### src/rtl/wave_spawner_if.sv
// rtl/wave_spawner_if.sv - wave_spawner control inputs and progress outputs
interface wave_spawner_if;
    logic        start;
    logic        pause;
    logic [15:0] used_array;
    logic [2:0]  Summon;
    logic [3:0]  wave_num;
    logic [3:0]  spawned_cnt;
    logic        wave_active;
    logic        all_done;

    modport master (
        output start, pause, used_array,
        input  Summon, wave_num, spawned_cnt, wave_active, all_done
    );

    modport slave (
        input  start, pause, used_array,
        output Summon, wave_num, spawned_cnt, wave_active, all_done
    );
endinterface

### src/rtl/wave_spawner.sv
// rtl/wave_spawner.sv - level wave sequencer emitting Summon codes to the slot allocator
// Optional WAVE_SPEEDUP_EN: spawn gap halves with each wave index, floored at 2 cycles.
module wave_spawner #(
    parameter int SPAWN_GAP         = 32,
    parameter int WAVE_PAUSE        = 128,
    parameter int MONSTERS_PER_WAVE = 8,
    parameter int NUM_WAVES         = 4
) (
    input  logic          Clk,
    input  logic          Reset,
    wave_spawner_if.slave bus
);
    localparam int CNT_MAX = (SPAWN_GAP > WAVE_PAUSE) ? SPAWN_GAP : WAVE_PAUSE;
    localparam int CW      = $clog2(CNT_MAX + 1);

    typedef enum logic [2:0] {S_IDLE, S_GAP, S_CLEAR, S_PAUSE, S_DONE} state_t;

    state_t        state, state_nxt;
    logic [CW-1:0] cnt;
    logic [CW-1:0] reload;
    logic [3:0]    wave_num, spawned_cnt;
    logic [2:0]    summon_q;
    logic          start_ok, spawn_ok, clear_ok, pause_done, last_wave, last_spawn;
    logic [2:0]    wave_mod, base_type, spawn_type;

    always_comb begin
        start_ok   = ((state == S_IDLE) || (state == S_DONE)) && bus.start;
        spawn_ok   = (state == S_GAP) && (cnt == '0) && !bus.pause && (bus.used_array != 16'hFFFF);
        clear_ok   = (state == S_CLEAR) && (bus.used_array == 16'h0000) && !bus.pause;
        pause_done = (state == S_PAUSE) && (cnt == '0) && !bus.pause;
        last_wave  = (wave_num == 4'(NUM_WAVES - 1));
        last_spawn = ((spawned_cnt + 4'd1) == 4'(MONSTERS_PER_WAVE));
    end

    // Every fourth monster of a wave is one tier tougher, capped at type 7.
    always_comb begin
        wave_mod   = (wave_num >= 4'd14) ? 3'(wave_num - 4'd14) :
                     (wave_num >= 4'd7)  ? 3'(wave_num - 4'd7)  : wave_num[2:0];
        base_type  = wave_mod + 3'd1;
        spawn_type = base_type;
        if ((spawned_cnt[1:0] == 2'b11) && (base_type != 3'd7))
            spawn_type = base_type + 3'd1;
    end

`ifdef WAVE_SPEEDUP_EN
    logic [3:0]    reload_wave;
    logic [CW-1:0] gap_shifted;

    // The reload entering a new wave must already see the incremented index.
    always_comb begin
        reload_wave = start_ok ? 4'd0 : (pause_done ? wave_num + 4'd1 : wave_num);
        gap_shifted = CW'(SPAWN_GAP) >> reload_wave;
        reload      = (gap_shifted < CW'(2)) ? CW'(1) : gap_shifted - CW'(1);
    end
`else
    assign reload = CW'(SPAWN_GAP - 1);
`endif

    always_ff @(posedge Clk or posedge Reset) begin
        if (Reset) state <= S_IDLE;
        else       state <= state_nxt;
    end

    always_comb begin
        state_nxt = state;
        case (state)
            S_IDLE, S_DONE: if (bus.start) state_nxt = S_GAP;
            S_GAP:          if (spawn_ok && last_spawn) state_nxt = S_CLEAR;
            S_CLEAR:        if (clear_ok) state_nxt = last_wave ? S_DONE : S_PAUSE;
            S_PAUSE:        if (pause_done) state_nxt = S_GAP;
            default:        state_nxt = S_IDLE;
        endcase
    end

    always_comb begin
        bus.wave_active = (state == S_GAP) || (state == S_CLEAR);
        bus.all_done    = (state == S_DONE);
    end

    always_ff @(posedge Clk or posedge Reset) begin
        if (Reset) begin
            summon_q    <= 3'd0;
            cnt         <= '0;
            wave_num    <= 4'd0;
            spawned_cnt <= 4'd0;
        end else begin
            summon_q <= spawn_ok ? spawn_type : 3'd0;
            if (start_ok) begin
                cnt         <= reload;
                wave_num    <= 4'd0;
                spawned_cnt <= 4'd0;
            end else if (spawn_ok) begin
                cnt         <= reload;
                spawned_cnt <= spawned_cnt + 4'd1;
            end else if (clear_ok && !last_wave) begin
                cnt <= CW'(WAVE_PAUSE - 1);
            end else if (pause_done) begin
                cnt         <= reload;
                wave_num    <= wave_num + 4'd1;
                spawned_cnt <= 4'd0;
            end else if (((state == S_GAP) || (state == S_PAUSE)) && !bus.pause && (cnt != '0)) begin
                cnt <= cnt - CW'(1);
            end
        end
    end

    assign bus.Summon      = summon_q;
    assign bus.wave_num    = wave_num;
    assign bus.spawned_cnt = spawned_cnt;
endmodule

### src/flat_wrapper.sv
// flat-port wrapper written by rule: the top's interface ports become plain ports
module wave_spawner_flat 
#(
    parameter int SPAWN_GAP         = 32,
    parameter int WAVE_PAUSE        = 128,
    parameter int MONSTERS_PER_WAVE = 8,
    parameter int NUM_WAVES         = 4
)
  (Clk, Reset, bus_start, bus_pause, bus_used_array, bus_Summon, bus_wave_num, bus_spawned_cnt, bus_wave_active, bus_all_done);
  wave_spawner_if bus_i ();
  input  logic Clk;
  input  logic Reset;
  input wire logic [$bits(bus_i.start)-1:0] bus_start;
  input wire logic [$bits(bus_i.pause)-1:0] bus_pause;
  input wire logic [$bits(bus_i.used_array)-1:0] bus_used_array;
  output wire logic [$bits(bus_i.Summon)-1:0] bus_Summon;
  output wire logic [$bits(bus_i.wave_num)-1:0] bus_wave_num;
  output wire logic [$bits(bus_i.spawned_cnt)-1:0] bus_spawned_cnt;
  output wire logic [$bits(bus_i.wave_active)-1:0] bus_wave_active;
  output wire logic [$bits(bus_i.all_done)-1:0] bus_all_done;
  assign bus_i.start = bus_start;
  assign bus_i.pause = bus_pause;
  assign bus_i.used_array = bus_used_array;
  assign bus_Summon = bus_i.Summon;
  assign bus_wave_num = bus_i.wave_num;
  assign bus_spawned_cnt = bus_i.spawned_cnt;
  assign bus_wave_active = bus_i.wave_active;
  assign bus_all_done = bus_i.all_done;
  wave_spawner #(.SPAWN_GAP(SPAWN_GAP), .WAVE_PAUSE(WAVE_PAUSE), .MONSTERS_PER_WAVE(MONSTERS_PER_WAVE), .NUM_WAVES(NUM_WAVES)) u_core (.Clk(Clk), .Reset(Reset), .bus(bus_i));
endmodule
### config.mk
export PLATFORM = sky130hd
export DESIGN_NAME = wave_spawner_flat
export DESIGN_NICKNAME = d
export VERILOG_FILES = /design/src/rtl/wave_spawner_if.sv /design/src/rtl/wave_spawner.sv /design/src/flat_wrapper.sv
export SDC_FILE = /design/constraint.sdc
export NUM_CORES = 1
export LEC_CHECK = 0
export CAP_MARGIN = 20
export CORE_MARGIN = 8
export CORE_UTILIZATION = 51
export DETAILED_ROUTE_END_ITERATION = 10
export PLACE_DENSITY = 0.8
export SLEW_MARGIN = 20
export SYNTH_ARGS = -nofsm -noshare
export SYNTH_HDL_FRONTEND = slang
export SYNTH_SLANG_ARGS = --single-unit
### constraint.sdc
create_clock -name Clk -period 3.3 [get_ports Clk]
set_input_delay 0.825 -clock Clk [delete_from_list [all_inputs] [get_ports Clk]]
set_output_delay 0.825 -clock Clk [all_outputs]
set_load 0.01 [all_outputs]
After elaboration in Yosys (flattened, before gate mapping)
Cells that the tools add are included.
{ "word_totals": {"register_bits": 22, "inputBits": 20, "out_inout_bits": 13, "wordCells": 82} }
{ "classes": {"n_addsub": 7, "magnitude_cmp": 2, "n_eq_ne": 16, "mux": 23, "reduce_logical": 29} }
{ "ops": {"columns": ["op", "n"], "rows": [
  ["two-way mux 8 bit", 5],
  ["two-way mux 4 bit", 8],
  ["two-way mux 3 bit", 9],
  ["zero test 16 bit", 1],
  ["inequality test 16 bit (second input constant)", 1],
  ["logical AND 1 bit", 13],
  ["one-hot mux 3 bit (4 select lines)", 1],
  ["inequality test 2 x 1 -> 1 bit (second input constant)", 5],
  ["adder 4 x 1 -> 4 bit (second input constant)", 2],
  ["zero test 8 bit", 1],
  ["nonzero test 8 bit", 1],
  ["subtractor 8 x 1 -> 8 bit (second input constant)", 1],
  ["adder 3 x 1 -> 3 bit (second input constant)", 2],
  ["equality test 3 x 2 -> 1 bit (second input constant)", 2],
  ["subtractor 3 bit (second input constant)", 2],
  ["nonzero test 5 bit", 1],
  ["equality test 4 x 2 -> 1 bit (second input constant)", 1],
  ["equality test 4 bit (second input constant)", 1],
  ["greater-or-equal comparator 4 x 3 -> 1 bit (second input constant)", 1],
  ["greater-or-equal comparator 4 bit (second input constant)", 1],
  ["AND reduction 4 bit", 1],
  ["equality test 3 x 1 -> 1 bit (second input constant)", 1],
  ["equality test 3 bit (second input constant)", 1],
  ["zero test 3 bit", 1],
  ["11 further kinds", 14]
]} }

Longest topological paths before layout
Gate-level depths: netlist of run 1.
{ "depth": {"word_depth": 9, "mapped_depth": 11, "mapped_depth_nobuf": 11} }

Worst setup path after synthesis of run 1
No wires, ideal clock.
{ "synth_timing": {"path_type": "register to register", "startpoint": "register u_core.wave_num[1], in the netlist u_core.bus.wave_num[1]", "endpoint": "register u_core.summon_q[1], in the netlist u_core.bus.Summon[1]", "setup_time_ps": 86, "arrival_ps": 2501, "required_ps": 3214, "slack_ps": 713, "path_stages_with_launch": 12, "n_path_buf": 1, "synth_period_minus_slack_ps": 2587, "cell_sequence": "dfrtp_1 ha_1 clkbuf_1 a21oi_1 or3_1 a211oi_1 xnor2_1 inv_1 ha_1 nand2b_1 o21a_1 nor3_1"} }
{ "synth_via": {"elab_chain_len": 8, "elab_cells_between_ends": 12, "cone_classes": "add/sub (4); order compare (2); eq/ne (1); mux (4); reduce/logical (1)"} }
{ "synth_lines": {"columns": ["element", "line_no", "text"], "rows": [
  ["start, declared", "wave_spawner.sv:21", "logic [3:0] wave_num, spawned_cnt;"],
  ["start signal, assigned", "wave_spawner.sv:99", "wave_num <= wave_num + 4'd1;"],
  ["greater-or-equal comparator 4 x 3 -> 1 bit / subtractor 3 bit (equally long branches)", "wave_spawner.sv:38", "(wave_num >= 4'd7) ? 3'(wave_num - 4'd7) : wave_num[2:0];"],
  ["two-way mux 3 bit", "wave_spawner.sv:38", null],
  ["two-way mux 3 bit (*)", "wave_spawner.sv:37", "wave_mod = (wave_num >= 4'd14) ? 3'(wave_num - 4'd14) :"],
  ["adder 3 x 1 -> 3 bit (*)", "wave_spawner.sv:39", "base_type = wave_mod + 3'd1;"],
  ["parallel branches: the longest is 2 deep, another holds adder 3 x 1 -> 3 bit", null, null],
  ["two-way mux 3 bit (*)", "wave_spawner.sv:41", "if ((spawned_cnt[1:0] == 2'b11) && (base_type != 3'd7))"],
  ["two-way mux 3 bit (*)", "wave_spawner.sv:87", "summon_q <= spawn_ok ? spawn_type : 3'd0;"],
  ["end signal, assigned", "wave_spawner.sv:87", null],
  ["end, declared", "wave_spawner.sv:22", "logic [2:0] summon_q;"]
]} }
Every way passes the cells marked *.
A chain may end at the register's enable or synchronous reset.

Final worst setup path of run 1
{ "layout_timing": {"startpoint": "register u_core.cnt[0]", "endpoint": "register u_core.spawned_cnt[2], in the netlist u_core.bus.spawned_cnt[2]"} }
{ "layout_via": {"elab_chain_len": 6, "elab_cells_between_ends": 11, "cone_classes": "eq/ne (1); mux (2); reduce/logical (8)"} }
{ "layout_lines": {"columns": ["element", "line_no", "text"], "rows": [
  ["start, declared", "wave_spawner.sv:19", "logic [CW-1:0] cnt;"],
  ["start signal, assigned", "wave_spawner.sv:89", "cnt <= reload;"],
  ["start signal, assigned", "wave_spawner.sv:93", "cnt <= reload;"],
  ["start signal, assigned", "wave_spawner.sv:96", "cnt <= CW'(WAVE_PAUSE - 1);"],
  ["zero test 8 bit (*)", "wave_spawner.sv:28, wave_spawner.sv:30", null],
  ["logical AND 1 bit (3 in series)", "wave_spawner.sv:28", "spawn_ok = (state == S_GAP) && (cnt == '0) && !bus.pause && (bus.used_array != 16'hFFFF);"],
  ["inequality test 3 x 1 -> 1 bit (no line), or another cell as far along", null, null],
  ["AND reduction 2 bit (no line) / two-way mux 4 bit (equally long branches)", null, null],
  ["end signal, assigned", "wave_spawner.sv:94", "spawned_cnt <= spawned_cnt + 4'd1;"],
  ["end, declared", "wave_spawner.sv:21", null]
]} }
Mark *: on every way between the ends. The rest lies on a longest branch, timed or not.

==> results of run 1 <==
==> cells by family (layout without fill, tap and decap cells) <==
kind of cell / Yosys count / after routing / share of synthesized area (%)
AO/OA/AOI/OAI: 40 / 40 / 17.4
XOR/XNOR: 8 / 8 / 4.40
adder cells (fa/ha/maj): 8 / 8 / 6.28
buffers and inverters: 16 / 46 / 5.18
flip-flops: 22 / 22 / 34.5
multiplexers: 2 / 2 / 1.33
AND/OR/NAND/NOR: 86 / 86 / 30.8
==> path summary, 6_finish.rpt <==
check                                   start                         to
worst max-delay path            u_core.cnt[0]  u_core.bus.spawned_cnt[2]
worst min-delay path            u_core.cnt[6]              u_core.cnt[6]
worst max register to register  u_core.cnt[0]  u_core.bus.spawned_cnt[2]
worst min register to register  u_core.cnt[6]              u_core.cnt[6]
max in group asynchronous               Reset              u_core.cnt[1]
min in group asynchronous               Reset       u_core.bus.Summon[0]
==> state kept, by name, indices dropped and copies added (netlist names) <==
name	cells
u_core.bus.Summon	3
u_core.bus.spawned_cnt	4
u_core.bus.wave_num	4
u_core.cnt	8
u_core.state	3
==> power breakdown <==
group	switching, mW	internal (mW)	total [mW]
Sequential	0.0469	0.303	0.350
Combinational	0.103	0.104	0.207
Clock	0.0824	0.0674	0.150
==> layer usage <==
layer / share of wire [%] / up-vias / wire length, um / track usage [%]
met5: 0 / - / 0 / 0
met4: 0.98 / 0 / 38 / 4.76
met3: 3.3 / 5 / 127 / 2.34
met2: 55 / 26 / 2140 / 30.5
met1: 41 / 751 / 1590 / 16.5
li1: - / 740 / - / -
==> worst reg2reg max path, delay by kind of cell (launching register included) <==
family,cells,cell delay (ns)
buffers and inverters,1,0.09
AOI/OAI and AO/OA,1,0.10
DFF,1,0.43
adders and majority gates,1,0.20
and+or+nand+nor,4,1.89
==> layout make-up <==
type,count,area share (%)
multi-input cells,144,49.2
flip-flops and latches,22,28.2
repair buffers,34,17.2
well taps,33,2.11
clock buffers,4,1.86
inverters,8,1.54
==> stage by stage <==
| stage | total power, mW | cells | hold slack [ns] | area [sq um] |
|---|---|---|---|---|
| 4_1_cts | 0.711 | 245 | 0.515 | 1950 |
| 2_1_floorplan | 0.482 | 182 | 0.464 | 1590 |
| 5_1_grt | 0.754 | 245 | 0.563 | 1950 |
| 3_5_place_dp | 0.561 | 241 | 0.486 | 1920 |
| 6_report | 0.707 | 245 | 0.519 | 1950 |
| 3_3_place_gp | 0.541 | 241 | 0.486 | 1920 |
==> layout by cell type (no fill, tap or decap), types with 7 or more instances in the layout <==
cell / synthesis / layout
sky130_fd_sc_hd__clkdlybuf4s50_1: 0 / 32
sky130_fd_sc_hd__dfrtp_1: 22 / 22
sky130_fd_sc_hd__nor2_1: 15 / 15
sky130_fd_sc_hd__nand2_1: 12 / 12
sky130_fd_sc_hd__o21ai_0: 10 / 10
sky130_fd_sc_hd__nor4_1: 9 / 9
sky130_fd_sc_hd__inv_1: 8 / 8
sky130_fd_sc_hd__ha_1: 8 / 8
sky130_fd_sc_hd__nand3_1: 7 / 7
==> metrics.txt, run 1 <==
# TYPE chip_impl_metric gauge
chip_impl_metric{name="fill_cells",unit=""} 253
chip_impl_info{name="cp_cell_sequence",value="inv_1 -> ha_1 -> or4b_4 -> or3_1 -> or4_1 -> nor3b_2 -> a21o_1"} 1
chip_impl_metric{name="detailedPlace.worstSlack",unit="ns"} 0.272
chip_impl_metric{name="ant_nets",unit=""} 0
chip_impl_metric{name="min_period",unit="ns"} 2.77
chip_impl_metric{name="static_leakage_power",unit="nW"} 0.833
chip_impl_metric{name="area_growth",unit="%"} 22.6
chip_impl_metric{name="routed_wirelength",unit="um"} 3900
chip_impl_metric{name="max_cap_violations",unit=""} 0
chip_impl_metric{name="crit_path_max_fanout",unit=""} 7
chip_impl_metric{name="cell_area_synth",unit="sq mm"} 0.00159
chip_impl_metric{name="tightest_slew",unit="ns"} 0.834
chip_impl_metric{name="final-setup-viol-count",unit=""} 0
chip_impl_metric{name="worstPathRequired",unit="ns"} 3.56
chip_impl_metric{name="drt-pass1-iter-count",unit=""} 4
chip_impl_info{name="end_kind",value="register"} 1
chip_impl_metric{name="max_freq",unit="MHz"} 361
chip_impl_metric{name="post_cts_resized",unit=""} 0
chip_impl_metric{name="worst_path_largest_cell_delay",unit="ns"} 0.66
chip_impl_metric{name="min_delay_path_depth",unit=""} 1
chip_impl_metric{name="cts_made_buffers",unit=""} 3
chip_impl_info{name="run_status",value="completed"} 1
chip_impl_metric{name="yosysSeqAreaShare",unit="%"} 34.5
chip_impl_metric{name="htree_levels",unit=""} 1
chip_impl_metric{name="timing.clock.skew",unit="ns"} 0.00286
chip_impl_metric{name="post_drt_wl_per_cell",unit="um"} 15.9
chip_impl_info{name="synth_top_area_cell",value="sky130_fd_sc_hd__dfrtp_1"} 1
chip_impl_info{name="worst_setup_path_start_kind",value="register"} 1
chip_impl_info{name="post_synth_main_area_contributors",value="sky130_fd_sc_hd__dfrtp_1 35%, sky130_fd_sc_hd__ha_1 6.3%, sky130_fd_sc_hd__nor2_1 3.5%"} 1
chip_impl_metric{name="slew_violations",unit=""} 0
chip_impl_metric{name="drt-initial-drc-count",unit=""} 73
chip_impl_metric{name="edff_count_synth",unit=""} 0
chip_impl_metric{name="routed-via-count",unit=""} 1522
chip_impl_metric{name="gr-total-overflow",unit=""} 0
chip_impl_metric{name="relative_slew_margins",unit="%"} 44.4
chip_impl_metric{name="number_of_top_level_pins",unit=""} 33
chip_impl_metric{name="rrSetupSlack",unit="ns"} 0.53
chip_impl_metric{name="finalCritPeriodShare",unit="%"} 84.0
chip_impl_metric{name="setup_total_negative_slack",unit="ns"} 0
chip_impl_metric{name="timing.critical_path.depth",unit=""} 7
chip_impl_info{name="min-delay-path-class",value="reg2reg"} 1
chip_impl_metric{name="grt_start_max_net_pins",unit=""} 23
chip_impl_info{name="grt_setup_unrepaired",value="no"} 1
chip_impl_metric{name="globalplace.congestion",unit=""} 0.815
chip_impl_info{name="critical-path-top-delay-family",value="simple AND/OR/NAND/NOR gates"} 1
chip_impl_metric{name="final_util",unit="%"} 65.1
chip_impl_info{name="tritoncts_clock_tree",value="built"} 1
chip_impl_metric{name="grt_pass1_wl",unit="um"} 6600
chip_impl_metric{name="ys_warn_count",unit=""} 0
chip_impl_metric{name="fp.dieH",unit="um"} 71.9
chip_impl_metric{name="finish.net_count",unit=""} 241
chip_impl_info{name="dominantRegCellSynth",value="sky130_fd_sc_hd__dfrtp_1"} 1
chip_impl_metric{name="ys_async_sr_fraction",unit="%"} 100
chip_impl_metric{name="ir_drop",unit="mV"} 0.358
chip_impl_metric{name="synth.net_count",unit=""} 210
chip_impl_metric{name="layout.area.seq",unit="sq um"} 551
chip_impl_metric{name="clk_transition_reported_paths",unit="ns"} 0.12
chip_impl_metric{name="powerDensity",unit="mW/mm^2"} 362
chip_impl_metric{name="postCtsHoldBufs",unit=""} 0
chip_impl_metric{name="number_of_distinct_library_cell_variants_in_the_gate_level_netlist_after_synthesis",unit=""} 50
chip_impl_metric{name="grt_antenna_before_repair",unit=""} 0
chip_impl_metric{name="num_antenna_cells",unit=""} 0
chip_impl_metric{name="track_usage",unit="%"} 15.6
chip_impl_metric{name="critical_path_arrival",unit="ns"} 3.03
chip_impl_metric{name="cp.buffers_inverters",unit=""} 1
chip_impl_metric{name="chipWidth",unit="um"} 71.9
chip_impl_metric{name="postCtsSetupBuffers",unit=""} 0
chip_impl_metric{name="hpwlAfterDp",unit="um"} 3180
chip_impl_metric{name="synth-seq-cells",unit=""} 22
chip_impl_metric{name="clock_sink_count",unit=""} 22
chip_impl_info{name="synth_commonest_cells",value="22 x sky130_fd_sc_hd__dfrtp_1, 15 x sky130_fd_sc_hd__nor2_1, 12 x sky130_fd_sc_hd__nand2_1"} 1
chip_impl_metric{name="synth_cells",unit=""} 182
chip_impl_info{name="cpMaxStageDelayCell",value="sky130_fd_sc_hd__or4_1"} 1
chip_impl_metric{name="hold_violations",unit=""} 0
chip_impl_metric{name="fp-row-count",unit=""} 20
chip_impl_metric{name="footprint_of_the_multi_input_gates",unit="sq um"} 961
chip_impl_metric{name="post-synth-top-area-fraction",unit="%"} 34.5
chip_impl_metric{name="detail_route.vias_per_cell",unit=""} 6.21
chip_impl_metric{name="clock_latency",unit="ns"} 0.31
chip_impl_metric{name="fin_ws",unit="ns"} 0.529
chip_impl_metric{name="post_route_cells_drive_above_1_share",unit="%"} 8.02
chip_impl_info{name="synth.most_common_cell",value="sky130_fd_sc_hd__dfrtp_1"} 1
chip_impl_metric{name="synthesis.area_per_instance",unit="sq um"} 8.76
chip_impl_metric{name="cts_max_path_buffers",unit=""} 2
chip_impl_info{name="crit_type",value="reg2reg"} 1
chip_impl_metric{name="r2r.worst_path.cells",unit=""} 7
chip_impl_metric{name="floorplan.initialDensity",unit="%"} 53.1
chip_impl_metric{name="drc_errors",unit=""} 0
chip_impl_metric{name="floorplan.core_area",unit="sq mm"} 0.00300
chip_impl_metric{name="die-area",unit="sq mm"} 0.00517
chip_impl_metric{name="first_global_vias",unit=""} 1481
chip_impl_metric{name="io_buffers",unit=""} 32
chip_impl_info{name="clockRootBuffer",value="sky130_fd_sc_hd__clkbuf_4"} 1
No activity file was read; power rests on OpenSTA's default activity.
==> run 2: changes to the inputs <==
==> constraint.sdc (replaced) <==
create_clock -name Clk -period 2.85 [get_ports Clk]
set_input_delay 0.7125 -clock Clk [delete_from_list [all_inputs] [get_ports Clk]]
set_output_delay 0.7125 -clock Clk [all_outputs]
set_load 0.01 [all_outputs]
==> run 2 against run 1 <==
Effect of this change:
- sequential share of layout area fell by 0.42 points
- first-iteration DRC count rose by 15%
- critical path depth did not move
- sequential power rose by 17%
- clock-buffer cell count fell by 1
- global-route usage rose by 0.40 points
- total power rose by 12%
- clock power fell by 4%
- largest cell class unchanged
==> metrics.txt, run 2 (synthesis gave the netlist of run 1 again) <==
# TYPE chip_impl_metric gauge
chip_impl_metric{name="floorplan.initialDensity",unit="%"} 53.1
chip_impl_metric{name="track_usage",unit="%"} 16.0
chip_impl_metric{name="max_freq",unit="MHz"} 372
chip_impl_info{name="cp_cell_sequence",value="inv_1 -> ha_1 -> or4b_4 -> or3_1 -> or4_1 -> nor3b_2 -> a21o_1"} 1
chip_impl_metric{name="number_of_top_level_pins",unit=""} 33
chip_impl_metric{name="worstPathRequired",unit="ns"} 3.11
chip_impl_metric{name="first_global_vias",unit=""} 1572
chip_impl_metric{name="floorplan.core_area",unit="sq mm"} 0.00300
chip_impl_info{name="cpMaxStageDelayCell",value="sky130_fd_sc_hd__or4_1"} 1
chip_impl_metric{name="met2RoutedLength",unit="um"} 2180
chip_impl_metric{name="gr-total-overflow",unit=""} 0
chip_impl_metric{name="area_growth",unit="%"} 25.0
chip_impl_metric{name="post_drt_wl_per_cell",unit="um"} 16.0
chip_impl_metric{name="part_of_the_power_in_registers",unit="%"} 51.6
chip_impl_metric{name="clock_latency",unit="ns"} 0.31
chip_impl_metric{name="die-area",unit="sq mm"} 0.00517
chip_impl_metric{name="hpwlAfterDp",unit="um"} 3200
chip_impl_metric{name="fp-row-count",unit=""} 20
chip_impl_metric{name="num_antenna_cells",unit=""} 0
chip_impl_metric{name="chipWidth",unit="um"} 71.9
chip_impl_metric{name="grt_antenna_before_repair",unit=""} 0
chip_impl_metric{name="timing.clock.skew",unit="ns"} 0.00366
chip_impl_metric{name="hold_violations",unit=""} 0
chip_impl_metric{name="finish.net_count",unit=""} 247
chip_impl_metric{name="detail_route.vias_per_cell",unit=""} 6.10
chip_impl_metric{name="dp_cells",unit=""} 247
chip_impl_metric{name="static_leakage_power",unit="nW"} 0.852
chip_impl_info{name="maxUsedRoutingLayer",value="met4"} 1
chip_impl_info{name="tritoncts_clock_tree",value="built"} 1
chip_impl_metric{name="ant_nets",unit=""} 0
chip_impl_info{name="worst_setup_path_start_kind",value="register"} 1
chip_impl_metric{name="min_period",unit="ns"} 2.69
chip_impl_metric{name="max_cap_violations",unit=""} 0
chip_impl_info{name="crit_type",value="reg2reg"} 1
chip_impl_metric{name="globalplace.congestion",unit=""} 0.846
chip_impl_metric{name="post_route_cells_drive_above_1_share",unit="%"} 11.5
chip_impl_info{name="min-delay-path-class",value="reg2reg"} 1
chip_impl_metric{name="htree_levels",unit=""} 1
chip_impl_metric{name="routed-via-count",unit=""} 1525
chip_impl_metric{name="drt-pass1-iter-count",unit=""} 4
chip_impl_info{name="end_kind",value="register"} 1
chip_impl_metric{name="critical_path_arrival",unit="ns"} 2.94
chip_impl_metric{name="clk_transition_reported_paths",unit="ns"} 0.12
chip_impl_info{name="largest_registers",value="u_core.cnt (8), u_core.bus.spawned_cnt (4), u_core.bus.wave_num (4)"} 1
chip_impl_metric{name="powerDensity",unit="mW/mm^2"} 397
chip_impl_metric{name="setup_total_negative_slack",unit="ns"} 0
chip_impl_metric{name="slew_violations",unit=""} 0
chip_impl_metric{name="drc_errors",unit=""} 0
chip_impl_metric{name="total_switching_power",unit="uW"} 267
chip_impl_metric{name="tightest_slew",unit="ns"} 0.867
chip_impl_metric{name="internal-power",unit="uW"} 525
chip_impl_metric{name="share_clk_of_total_power",unit="%"} 18.2
chip_impl_metric{name="relative_slew_margins",unit="%"} 42.2
chip_impl_metric{name="routed_wirelength",unit="um"} 4010
chip_impl_metric{name="grt_start_max_net_pins",unit=""} 23
chip_impl_metric{name="drt-initial-drc-count",unit=""} 84
chip_impl_metric{name="met1_wirelength",unit="um"} 1610
chip_impl_info{name="layout_commonest_cell",value="sky130_fd_sc_hd__clkdlybuf4s50_1"} 1
chip_impl_metric{name="finalCritPeriodShare",unit="%"} 94.2
chip_impl_metric{name="grt_pass1_wl",unit="um"} 6870
chip_impl_metric{name="clock_sink_count",unit=""} 22
chip_impl_metric{name="cts_made_buffers",unit=""} 3
chip_impl_metric{name="instances_no_fill",unit=""} 250
chip_impl_info{name="clockRootBuffer",value="sky130_fd_sc_hd__clkbuf_4"} 1
chip_impl_metric{name="routed-wl-met3",unit="um"} 166
chip_impl_info{name="top_register",value="u_core.cnt"} 1
chip_impl_metric{name="ir_drop",unit="mV"} 0.391
chip_impl_metric{name="final-setup-viol-count",unit=""} 0
chip_impl_metric{name="combinational_group_share_of_total_power",unit="%"} 30.2
chip_impl_info{name="run_status",value="completed"} 1
chip_impl_metric{name="detailedPlace.worstSlack",unit="ns"} -0.00410
chip_impl_metric{name="largest_register_ff_count",unit=""} 8
chip_impl_metric{name="power.total",unit="uW"} 791
chip_impl_metric{name="power.switching_fraction",unit="%"} 33.7
chip_impl_info{name="mostFrequentLayoutCells",value="32 x sky130_fd_sc_hd__clkdlybuf4s50_1, 20 x sky130_fd_sc_hd__dfrtp_1, 15 x sky130_fd_sc_hd__nor2_1"} 1
chip_impl_metric{name="fin_ws",unit="ns"} 0.165
chip_impl_metric{name="fp.dieH",unit="um"} 71.9
chip_impl_metric{name="worst_path_largest_cell_delay",unit="ns"} 0.64
chip_impl_metric{name="io_buffers",unit=""} 32
chip_impl_metric{name="fill_cells",unit=""} 259
chip_impl_metric{name="crit_path_max_fanout",unit=""} 7
chip_impl_metric{name="cts_max_path_buffers",unit=""} 2
chip_impl_metric{name="postCtsHoldBufs",unit=""} 0
==> run 2: cell count changes in the layout (fill, tap and decap cells not counted) <==
cell                       change
sky130_fd_sc_hd__buf_4         +6
sky130_fd_sc_hd__dfrtp_1       -2
sky130_fd_sc_hd__dfrtp_2       +2
sky130_fd_sc_hd__a211oi_1      -1
sky130_fd_sc_hd__a211oi_2      +1
sky130_fd_sc_hd__clkbuf_8      -1
==> run 2: power groups by stage <==
stage / Clock (mW) / Sequential (mW) / Combinational, mW
2_1_floorplan: 0 / 0.395 / 0.163
3_3_place_gp: 0 / 0.406 / 0.224
3_5_place_dp: 0 / 0.412 / 0.237
4_1_cts: 0.147 / 0.405 / 0.238
5_1_grt: 0.161 / 0.413 / 0.269
6_report: 0.144 / 0.409 / 0.239
==> run 2: per-stage QoR <==
| step | area, sq um | hold slack (ns) | util [%] |
|---|---|---|---|
| 2_1_floorplan | 1590 | 0.464 | - |
| 3_3_place_gp | 1960 | 0.487 | 65.4 |
| 3_5_place_dp | 1960 | 0.487 | 65.4 |
| 4_1_cts | 1990 | 0.515 | 66.1 |
| 5_1_grt | 1990 | 0.555 | 66.4 |
| 6_report | 1990 | 0.517 | 66.4 |
==> run 2: worst paths after layout <==
check	start	to	slack [ns]	depth (start not counted)
min in group asynchronous	Reset	u_core.state[1]	0.88	2
max in group asynchronous	Reset	u_core.bus.wave_num[1]	1.39	2
max	u_core.cnt[0]	u_core.bus.spawned_cnt[2]	0.16	7
min	u_core.cnt[6]	u_core.cnt[6]	0.52	1
min reg2reg	u_core.cnt[6]	u_core.cnt[6]	0.52	1
max reg2reg	u_core.cnt[0]	u_core.bus.spawned_cnt[2]	0.16	7
==> run 2: area by class of cell <==
type	count	area [sq um]	share of cell area (%)
repair buffers	40	380	19.1
clock buffers	3	22.5	1.13
inverters	8	30.0	1.51
flip-flops and latches	22	553	27.7
multi-input cells	144	966	48.5
well taps	33	41.3	2.07
==> run 2: timing repair <==
item,in CTS,in global routing
endpoints found under the hold margin,0,0
setup buffers,0,0
resized for setup,0,3
setup endpoints to repair,0,1
==> run 2: layer usage <==
metal / vias to the layer above / track usage [%]
li1: 745 / -
met1: 734 / 16.9
met2: 37 / 30.8
met3: 9 / 3.03
met4: 0 / 4.76
met5: - / 0
==> run 2: worst max-delay path, delay by kind of cell, from the launching register on <==
kind / cells / cell delay [ns]
AOI/OAI and AO/OA: 1 / 0.09
adders and majority gates: 1 / 0.20
buffers and inverters: 1 / 0.10
and+or+nand+nor: 4 / 1.80
DFF: 1 / 0.44
==> run 3: changes to the inputs <==
==> constraint.sdc (replaced) <==
create_clock -name Clk -period 2.7 [get_ports Clk]
set_input_delay 0.675 -clock Clk [delete_from_list [all_inputs] [get_ports Clk]]
set_output_delay 0.675 -clock Clk [all_outputs]
set_load 0.01 [all_outputs]
==> run 3 against run 2 <==
Effect of this change:
- largest power group unchanged
- critical endpoint is now u_core.cnt[7]
- global-route usage down 0.31 points
- setup slack got worse by 0.044 ns
- combinational power up 11%
- largest cell class unchanged
- via count grew 2.8%
- total power up 21%
- die area unchanged
- clock-buffer cell count is the same
- sequential cell count unchanged
==> metrics.txt, run 3 (synthesis gave the netlist of run 1 again) <==
# TYPE chip_impl_metric gauge
chip_impl_metric{name="powerDensity",unit="mW/mm^2"} 459
chip_impl_metric{name="detailedPlace.worstSlack",unit="ns"} -0.123
chip_impl_metric{name="num_antenna_cells",unit=""} 0
chip_impl_metric{name="worst_path_largest_cell_delay",unit="ns"} 0.52
chip_impl_metric{name="floorplan.initialDensity",unit="%"} 53.1
chip_impl_metric{name="clock_latency",unit="ns"} 0.33
chip_impl_metric{name="chipWidth",unit="um"} 71.9
chip_impl_metric{name="first_global_vias",unit=""} 1474
chip_impl_info{name="largest_registers",value="u_core.cnt (8), u_core.bus.spawned_cnt (4), u_core.bus.wave_num (4)"} 1
chip_impl_info{name="crit_type",value="reg2reg"} 1
chip_impl_metric{name="area_growth",unit="%"} 31.2
chip_impl_metric{name="hold_ws",unit="ns"} 0.539
chip_impl_metric{name="clk_transition_reported_paths",unit="ns"} 0.14
chip_impl_metric{name="final_util",unit="%"} 69.7
chip_impl_metric{name="grt_start_max_net_pins",unit=""} 23
chip_impl_metric{name="crit_path_max_fanout",unit=""} 5
chip_impl_metric{name="fin_ws",unit="ns"} 0.120
chip_impl_metric{name="cp.buffers_inverters",unit=""} 2
chip_impl_metric{name="grt_antenna_before_repair",unit=""} 0
chip_impl_metric{name="timing.clock.skew",unit="ns"} 0.00596
chip_impl_info{name="cpMaxStageDelayCell",value="sky130_fd_sc_hd__or4b_4"} 1
chip_impl_metric{name="instances_no_fill",unit=""} 259
chip_impl_info{name="top_register",value="u_core.cnt"} 1
chip_impl_metric{name="grt_pass1_wl",unit="um"} 6640
chip_impl_metric{name="tightest_slew",unit="ns"} 0.786
chip_impl_metric{name="combinational_group_share_of_total_power",unit="%"} 27.7
chip_impl_metric{name="slew_violations",unit=""} 0
chip_impl_metric{name="ir_drop",unit="mV"} 0.310
chip_impl_metric{name="routed_wirelength",unit="um"} 4180
chip_impl_metric{name="setup_total_negative_slack",unit="ns"} 0
chip_impl_metric{name="routed-via-count",unit=""} 1567
chip_impl_metric{name="cts_made_buffers",unit=""} 3
chip_impl_metric{name="internal-power",unit="uW"} 661
chip_impl_metric{name="hpwlAfterDp",unit="um"} 3110
chip_impl_metric{name="worstPathRequired",unit="ns"} 2.93
chip_impl_metric{name="total_switching_power",unit="uW"} 300
chip_impl_metric{name="die-area",unit="sq mm"} 0.00517
chip_impl_metric{name="static_leakage_power",unit="nW"} 0.910
chip_impl_metric{name="final-setup-viol-count",unit=""} 0
chip_impl_info{name="clockRootBuffer",value="sky130_fd_sc_hd__clkbuf_4"} 1
chip_impl_metric{name="drt-initial-drc-count",unit=""} 92
chip_impl_info{name="tritoncts_clock_tree",value="built"} 1
chip_impl_metric{name="share_clk_of_total_power",unit="%"} 27.9
chip_impl_info{name="critical-path-top-delay-family",value="simple AND/OR/NAND/NOR gates"} 1
chip_impl_metric{name="track_usage",unit="%"} 15.7
chip_impl_metric{name="part_of_the_power_in_registers",unit="%"} 44.4
chip_impl_metric{name="max_cap_violations",unit=""} 0
chip_impl_metric{name="number_of_top_level_pins",unit=""} 33
chip_impl_metric{name="finish.instance_area",unit="sq mm"} 0.00209
chip_impl_metric{name="power.switching_fraction",unit="%"} 31.2
chip_impl_info{name="worst_setup_path_start_kind",value="register"} 1
chip_impl_info{name="hold_path_startpoint",value="u_core.cnt[6]"} 1
chip_impl_metric{name="ant_nets",unit=""} 0
chip_impl_metric{name="max_freq",unit="MHz"} 388
chip_impl_metric{name="dp_cells",unit=""} 253
chip_impl_metric{name="floorplan.core_area",unit="sq mm"} 0.00300
chip_impl_info{name="end_kind",value="register"} 1
chip_impl_metric{name="clock_sink_count",unit=""} 22
chip_impl_metric{name="postCtsHoldBufs",unit=""} 0
chip_impl_metric{name="hold_violations",unit=""} 0
chip_impl_metric{name="globalplace.congestion",unit=""} 0.831
chip_impl_info{name="run_status",value="completed"} 1
chip_impl_metric{name="io_buffers",unit=""} 32
chip_impl_metric{name="relative_slew_margins",unit="%"} 46.9
chip_impl_metric{name="power.total",unit="uW"} 961
chip_impl_metric{name="gr-total-overflow",unit=""} 0
chip_impl_metric{name="largest_register_ff_count",unit=""} 8
chip_impl_info{name="crit-reg2reg-launch",value="u_core.cnt[0]"} 1
chip_impl_metric{name="fp-row-count",unit=""} 20
chip_impl_metric{name="htree_levels",unit=""} 1
chip_impl_info{name="worst_setup_path_startpoint",value="u_core.cnt[0]"} 1
chip_impl_info{name="mostFrequentLayoutCells",value="32 x sky130_fd_sc_hd__clkdlybuf4s50_1, 21 x sky130_fd_sc_hd__dfrtp_1, 16 x sky130_fd_sc_hd__buf_4"} 1
chip_impl_info{name="min-delay-path-class",value="reg2reg"} 1
chip_impl_metric{name="critical_path_arrival",unit="ns"} 2.81
chip_impl_info{name="cp_cell_sequence",value="inv_1 -> ha_1 -> or4b_4 -> or3_1 -> nor4_1 -> nor3_1 -> buf_4 -> nor3b_1"} 1
chip_impl_metric{name="placement.cell_area",unit="sq mm"} 0.00201
chip_impl_metric{name="cts_max_path_buffers",unit=""} 2
chip_impl_metric{name="post_drt_wl_per_cell",unit="um"} 16.2
chip_impl_metric{name="finish.net_count",unit=""} 255
chip_impl_metric{name="detail_route.vias_per_cell",unit=""} 6.05
chip_impl_metric{name="drt-pass1-iter-count",unit=""} 4
chip_impl_metric{name="fp.dieH",unit="um"} 71.9
chip_impl_metric{name="finalCritPeriodShare",unit="%"} 95.5
chip_impl_metric{name="min_period",unit="ns"} 2.58
chip_impl_metric{name="post_route_cells_drive_above_1_share",unit="%"} 15.9
chip_impl_info{name="layout_commonest_cell",value="sky130_fd_sc_hd__clkdlybuf4s50_1"} 1
chip_impl_metric{name="drc_errors",unit=""} 0
[run 3: worst paths after layout]
path	to	slack, ns	cells past startpoint
worst max-delay path	u_core.cnt[7]	0.12	8
worst min-delay path	u_core.cnt[6]	0.54	1
worst max register to register	u_core.cnt[7]	0.12	8
worst min register to register	u_core.cnt[6]	0.54	1
max in group asynchronous	u_core.bus.wave_num[1]	1.79	3
min in group asynchronous	u_core.bus.Summon[1]	0.67	3
[run 3: repair_timing]
| item | CTS | global route |
|---|---|---|
| setup buffers | 0 | 2 |
| gates resized for setup | 0 | 5 |
| endpoints found under the setup margin | 0 | 5 |
[run 3: power by group through the flow]
stage | clock [mW] | sequential (mW) | combinational (mW)
after floorplan | 0 | 0.417 | 0.173
after global placement | 0 | 0.426 | 0.251
after detailed placement | 0 | 0.430 | 0.262
after CTS | 0.266 | 0.423 | 0.264
after global routing | 0.277 | 0.428 | 0.292
final | 0.268 | 0.426 | 0.266
[run 3: layer usage]
metal	part of all wire, %	routed length (um)	track usage, %
met4	0.93	39	4.54
met3	3.8	159	1.79
met5	0	0	0
met1	42	1760	17.9
met2	53	2220	29.6
[run 3: cell type report]
cell class / count / area, sq um
inverter: 8 / 30.0
sequential: 22 / 552
multi-input combinational: 144 / 976
tap: 33 / 41.3
fill: 236 / 911
clock buffer: 3 / 22.5
timing repair buffer: 48 / 440
clock inverter: 1 / 30.0
[run 3: worst reg2reg max path: stages (launching register included)]
cell	delay [ns]
sky130_fd_sc_hd__dfrtp_1	0.45
sky130_fd_sc_hd__inv_1	0.10
sky130_fd_sc_hd__ha_1	0.21
sky130_fd_sc_hd__or4b_4	0.52
sky130_fd_sc_hd__or3_1	0.41
sky130_fd_sc_hd__nor4_1	0.41
sky130_fd_sc_hd__nor3_1	0.10
sky130_fd_sc_hd__buf_4	0.17
sky130_fd_sc_hd__nor3b_1	0.13
